[config.mk]
export PLATFORM = sky130hd
export DESIGN_NAME = watch_time_base
export DESIGN_NICKNAME = d
export VERILOG_FILES = /design/src/rtl/watch_time_base.sv
export SDC_FILE = /design/constraint.sdc
export NUM_CORES = 1
export LEC_CHECK = 0
export CORE_ASPECT_RATIO = 0.75
export CORE_MARGIN = 1.5
export CORE_UTILIZATION = 47
export CTS_BUF_LIST = sky130_fd_sc_hd__clkbuf_2
export DETAILED_ROUTE_END_ITERATION = 10
export PLACE_DENSITY = 0.66
export SYNTH_ARGS = -nofsm -noshare
export SYNTH_HDL_FRONTEND = slang
export SYNTH_SLANG_ARGS = --single-unit
[constraint.sdc]
create_clock -name clk -period 2.5 [get_ports clk]
set_input_delay 0.5 -clock clk [delete_from_list [all_inputs] [get_ports clk]]
set_output_delay 0.5 -clock clk [all_outputs]
set_load 0.02 [all_outputs]
[src/rtl/watch_time_base.sv]
// Watch time base: divides clk into one-cycle second/minute/hour strobes and a
// 50% blink level, with fast-minute mode, hold and synchronous counter clear.
module watch_time_base #(
    parameter int unsigned TICKS_PER_SEC     = 256,
    parameter int unsigned SECS_PER_MIN      = 60,
    parameter int unsigned FAST_SECS_PER_MIN = 1,
    parameter int unsigned MINS_PER_HOUR     = 60
) (
    input  logic clk,
    input  logic reset,
    input  logic reset_count,
    input  logic fast_watch,
    input  logic hold,
    output logic one_second,
    output logic one_minute,
    output logic one_hour,
    output logic blink
);

    localparam int unsigned TickW = (TICKS_PER_SEC > 1) ? $clog2(TICKS_PER_SEC) : 1;
    localparam int unsigned SecW  = (SECS_PER_MIN > 1)  ? $clog2(SECS_PER_MIN)  : 1;
    localparam int unsigned MinW  = (MINS_PER_HOUR > 1) ? $clog2(MINS_PER_HOUR) : 1;

    localparam logic [TickW-1:0] TickLast = TickW'(TICKS_PER_SEC - 1);
    localparam logic [TickW-1:0] TickHalf = TickW'(TICKS_PER_SEC / 2);
    localparam logic [SecW-1:0]  SecLast  = SecW'(SECS_PER_MIN - 1);
    localparam logic [SecW-1:0]  FastLast = SecW'(FAST_SECS_PER_MIN - 1);
    localparam logic [MinW-1:0]  MinLast  = MinW'(MINS_PER_HOUR - 1);

    logic [TickW-1:0] tick_q, tick_d;
    logic [SecW-1:0]  sec_q, sec_d;
    logic [MinW-1:0]  min_q, min_d;
    logic             sec_stb_q, sec_stb_d;
    logic             min_stb_q, min_stb_d;
    logic             hour_stb_q, hour_stb_d;
    logic [SecW-1:0]  sec_last;

    always_comb begin
        tick_d     = tick_q;
        sec_d      = sec_q;
        min_d      = min_q;
        sec_stb_d  = 1'b0;
        min_stb_d  = 1'b0;
        hour_stb_d = 1'b0;
        sec_last   = fast_watch ? FastLast : SecLast;

        if (reset_count) begin
            tick_d = '0;
            sec_d  = '0;
            min_d  = '0;
        end else if (!hold) begin
            if (tick_q == TickLast) begin
                tick_d    = '0;
                sec_stb_d = 1'b1;
                // ">=" lets a shortened minute wrap even if sec_q is already past it
                if (sec_q >= sec_last) begin
                    sec_d     = '0;
                    min_stb_d = 1'b1;
                    if (min_q == MinLast) begin
                        min_d      = '0;
                        hour_stb_d = 1'b1;
                    end else begin
                        min_d = min_q + 1'b1;
                    end
                end else begin
                    sec_d = sec_q + 1'b1;
                end
            end else begin
                tick_d = tick_q + 1'b1;
            end
        end
    end

    always_ff @(posedge clk) begin
        if (reset) begin
            tick_q     <= '0;
            sec_q      <= '0;
            min_q      <= '0;
            sec_stb_q  <= 1'b0;
            min_stb_q  <= 1'b0;
            hour_stb_q <= 1'b0;
        end else begin
            tick_q     <= tick_d;
            sec_q      <= sec_d;
            min_q      <= min_d;
            sec_stb_q  <= sec_stb_d;
            min_stb_q  <= min_stb_d;
            hour_stb_q <= hour_stb_d;
        end
    end

    assign one_second = sec_stb_q;
    assign one_minute = min_stb_q;
    assign one_hour   = hour_stb_q;
    assign blink      = (tick_q < TickHalf);

endmodule

==> results_tabular.tex <==
\begin{tabular}{lr}
\hline
Metric & Value \\
\hline
\multicolumn{2}{l}{\textbf{Run status}} \\
Status & completed \\
\multicolumn{2}{l}{\textbf{STA}} \\
Final period demand of the worst path & 2440 ps \\
Worst slew pin tran & around 450 ps \\
Post-route clock skew & between 1 and 1.5 ps \\
Slew margin rel. & 70.3\% \\
Top achievable clock speed & 410 MHz \\
Number of hold-slack violations in the final timing report & 0 \\
Final number of max-transition violations & 0 \\
Post-route clock period utilization & 97.6\% \\
Final setup fails & 0 \\
Minimum setup slack in the final design & 59.3 ps \\
Unrepaired setup endpoints after global routing & false \\
\multicolumn{2}{l}{\textbf{Floorplan}} \\
X dimension of the die & 61.1 microns \\
Boundary Pins & 9 \\
Floorplan row count & 15 \\
Overall die height & between 40 and 50 microns \\
Floorplan core area & between 2000 and 2500 sq um \\
Die area & 2840 sq um \\
Starting density of the core & 50.7\% \\
\multicolumn{2}{l}{\textbf{Synth}} \\
Synth top area share & between 30 and 40\% \\
Fraction of the yosys area taken by sequential cells & 38.7\% \\
Area leader, netlist & sky130\_fd\_sc\_hd\_\_dfxtp\_1 \\
Library cell with the highest instance count after synthesis & sky130\_fd\_sc\_hd\_\_dfxtp\_1 \\
Count of synthesis-stage warnings from yosys & 0 \\
FFs w/ async S/R, synth & 0\% \\
Total nets after synthesis & 150 \\
Post-synth EDFFs & 0 \\
Number of standard cells after synthesis & 137 \\
Main synth FF type & sky130\_fd\_sc\_hd\_\_dfxtp\_1 \\
Cell area after synthesis & approximately 1200 sq um \\
Most area-consuming cells after synthesis & sky130\_fd\_sc\_hd\_\_dfxtp\_1 (39\%), sky130\_fd\_sc\_hd\_\_ha\_1 (8.4\%), sky130\_fd\_sc\_hd\_\_nand2\_1 (6.0\%) \\
Most numerous cell types in the synthesized netlist & sky130\_fd\_sc\_hd\_\_dfxtp\_1 (23), sky130\_fd\_sc\_hd\_\_nand2\_1 (19), sky130\_fd\_sc\_hd\_\_nor2\_1 (15) \\
Yosys reg bits & 23 \\
Mean instance size in the synthesized netlist & 8.68 sq um \\
Number of distinct standard cells referenced by the synthesized netlist & 36 \\
\multicolumn{2}{l}{\textbf{Critical path}} \\
Worst Path Max Fanout & 8 \\
CP arrival & 2670 ps \\
Setup slack of the most critical reg-to-reg path & 400 ps \\
Category of the worst setup path capture point & flip-flop \\
Worst endpoint required time & 2730 ps \\
Critical Path Start Type & input port \\
Path type of the worst setup path & input port to flip-flop \\
\multicolumn{2}{l}{\textbf{Power and ir drop}} \\
Maximum vdd drop & a little over 0.0003 V \\
Static Leakage & 0.511 nW \\
Areal power density over the cells & 414 nW/um\^{}2 \\
\multicolumn{2}{l}{\textbf{Detailed routing}} \\
Overall routed net length & between 2000 and 2500 microns \\
Post-detailed-route count of antenna-violating nets & 0 \\
Detailed router's first-iteration violation count & 29 \\
Vias per inst & between 5 and 6 \\
Total DRC errors in the routed layout & 0 \\
Pre-Repair DR Iteration Count & 4 \\
DR vias & $\sim$1,000 \\
Final routed wire length divided by cell count & 12.7 microns \\
\multicolumn{2}{l}{\textbf{Global routing}} \\
Wire length of the first global-routing pass & approximately 3800 microns \\
Overflow left after global routing & 0 \\
Vias in the first global route & 873 \\
GRT Util Overall & a little under a fifth \\
Initial antenna violation count & 0 \\
Maximum number of pins on one net before global-route repair & 24 \\
\multicolumn{2}{l}{\textbf{CTS}} \\
CTS max path bufs & 2 \\
Clk slew on worst S/H paths & 200 ps \\
Clock tree root driver cell & sky130\_fd\_sc\_hd\_\_clkbuf\_2 \\
Post-CTS Hold Fix Bufs & 0 \\
Clk Latency, worst-skew pair & roughly 330 ps \\
CTS tree & yes \\
H-tree Lvls & 1 \\
Number of buffers inserted to repair setup after CTS & 0 \\
Clk sinks & 23 \\
Total CTS buffers & 3 \\
Post-cts repair resize count & 0 \\
\multicolumn{2}{l}{\textbf{Placed design}} \\
Sum of net half-perimeters after detailed placement & 1700 microns \\
Port Buffers & 8 \\
Last weighted congestion value of the routability-driven placer & approximately 0.90 \\
Place WS & -316 ps \\
\multicolumn{2}{l}{\textbf{Layout}} \\
Signed area change from the synthesized netlist to the final layout & 11.4\% \\
Storage cell area & 460 sq um \\
Antenna cells & 0 \\
Net count, final & 161 \\
Layout cell share with drive strength beyond 1 & 9.52\% \\
Footprint of the multi-input gates & 691 sq um \\
Number of filler cells placed in the layout & 218 \\
Post-layout utilization of the core & 56.4\% \\
\multicolumn{2}{l}{\textbf{Min path}} \\
Path type of the worst min-delay path & flip-flop to flip-flop \\
\multicolumn{2}{l}{\textbf{Run}} \\
Maximum Capacitance Violations & 0 \\
\hline
\end{tabular}
## stage by stage
| step | std cells | instance area, sq um | power, mW | hold WS, ps | setup TNS, ps |
|---|---|---|---|---|---|
| 5_1_grt | 181 | 1320 | 0.575 | 542 | 0 |
| 3_5_place_dp | 177 | 1300 | 0.405 | 492 | -2080 |
| 2_1_floorplan | 137 | 1190 | 0.392 | 465 | 0 |
| 3_3_place_gp | 177 | 1300 | 0.403 | 482 | -867 |
| 4_1_cts | 181 | 1320 | 0.560 | 516 | 0 |
| 6_report | 181 | 1320 | 0.548 | 512 | 0 |
## worst paths after layout
kind	to	cells past startpoint	start
setup / recovery	min_q[3]$_SDFFE_PP0P_	7	fast_watch
hold / removal	tick_q[0]$_SDFFE_PP0N_	2	tick_q[0]$_SDFFE_PP0N_
setup reg to reg	min_q[3]$_SDFFE_PP0P_	6	sec_q[1]$_SDFFE_PP0P_
hold reg to reg	tick_q[0]$_SDFFE_PP0N_	2	tick_q[0]$_SDFFE_PP0N_
## cell type report
| class | instances | area share [%] |
|---|---|---|
| Timing Repair Buffer | 10 | 7.18 |
| Multi-Input combinational cell | 106 | 52.2 |
| Clock buffer | 4 | 1.51 |
| Inverter | 4 | 1.13 |
| Tap cell | 34 | 3.21 |
| Sequential cell | 23 | 34.8 |
## flip-flops by register name (all words and copies together), names as in the netlist
register	count
one_minute	1
one_second	1
sec_q	6
min_q	6
tick_q	8
one_hour	1
## cells in the final DEF, fill, tap and decap left out, types with 2 or more instances in the layout
cell                               n
sky130_fd_sc_hd__clkdlybuf4s50_1   8
sky130_fd_sc_hd__or3_1             2
sky130_fd_sc_hd__o21ai_0           2
sky130_fd_sc_hd__a31oi_1           2
sky130_fd_sc_hd__nand3_1          12
sky130_fd_sc_hd__xor2_1            4
sky130_fd_sc_hd__nand2_1          19
sky130_fd_sc_hd__nor2_1           15
sky130_fd_sc_hd__nor2b_1           2
sky130_fd_sc_hd__xnor2_1           2
sky130_fd_sc_hd__buf_4             2
sky130_fd_sc_hd__ha_1              8
sky130_fd_sc_hd__inv_1             4
sky130_fd_sc_hd__clkbuf_2          4
sky130_fd_sc_hd__dfxtp_1          23
sky130_fd_sc_hd__nor3_1            6
sky130_fd_sc_hd__a21oi_1          10
sky130_fd_sc_hd__mux2i_1           2
sky130_fd_sc_hd__or2_2             2
## where the power goes
group,switching [mW],internal (mW)
Sequential,0.000918,0.368
Clock,0.108,0.0423
Combinational,0.0154,0.0124
## cells by family (layout without fill, tap and decap cells)
family | count (synthesis) | after routing | share of synthesized area (%)
xor+xnor | 6 | 6 | 4.42
flops | 23 | 23 | 38.7
simple gates | 66 | 66 | 28.5
buf+inv | 8 | 18 | 3.16
fa+ha+maj | 8 | 8 | 8.42
mux | 2 | 2 | 1.68
compound gates | 24 | 24 | 15.1
## critical path, stage by stage
cell,delay [ps]
sky130_fd_sc_hd__clkdlybuf4s50_1,500
sky130_fd_sc_hd__ha_1,250
sky130_fd_sc_hd__or4_1,520
sky130_fd_sc_hd__a221o_1,310
sky130_fd_sc_hd__and3_1,280
sky130_fd_sc_hd__a41oi_2,240
sky130_fd_sc_hd__a311oi_2,60
## layer usage
metal  wire length, microns  share of wire [%]  track usage [%]
met1                   1120                 48             24.3
met5                      0                  0                0
met3                     90                3.9             5.90
met2                   1080                 47             27.9
met4                     21               0.91             5.65
Power figures use the tool's default switching activity.
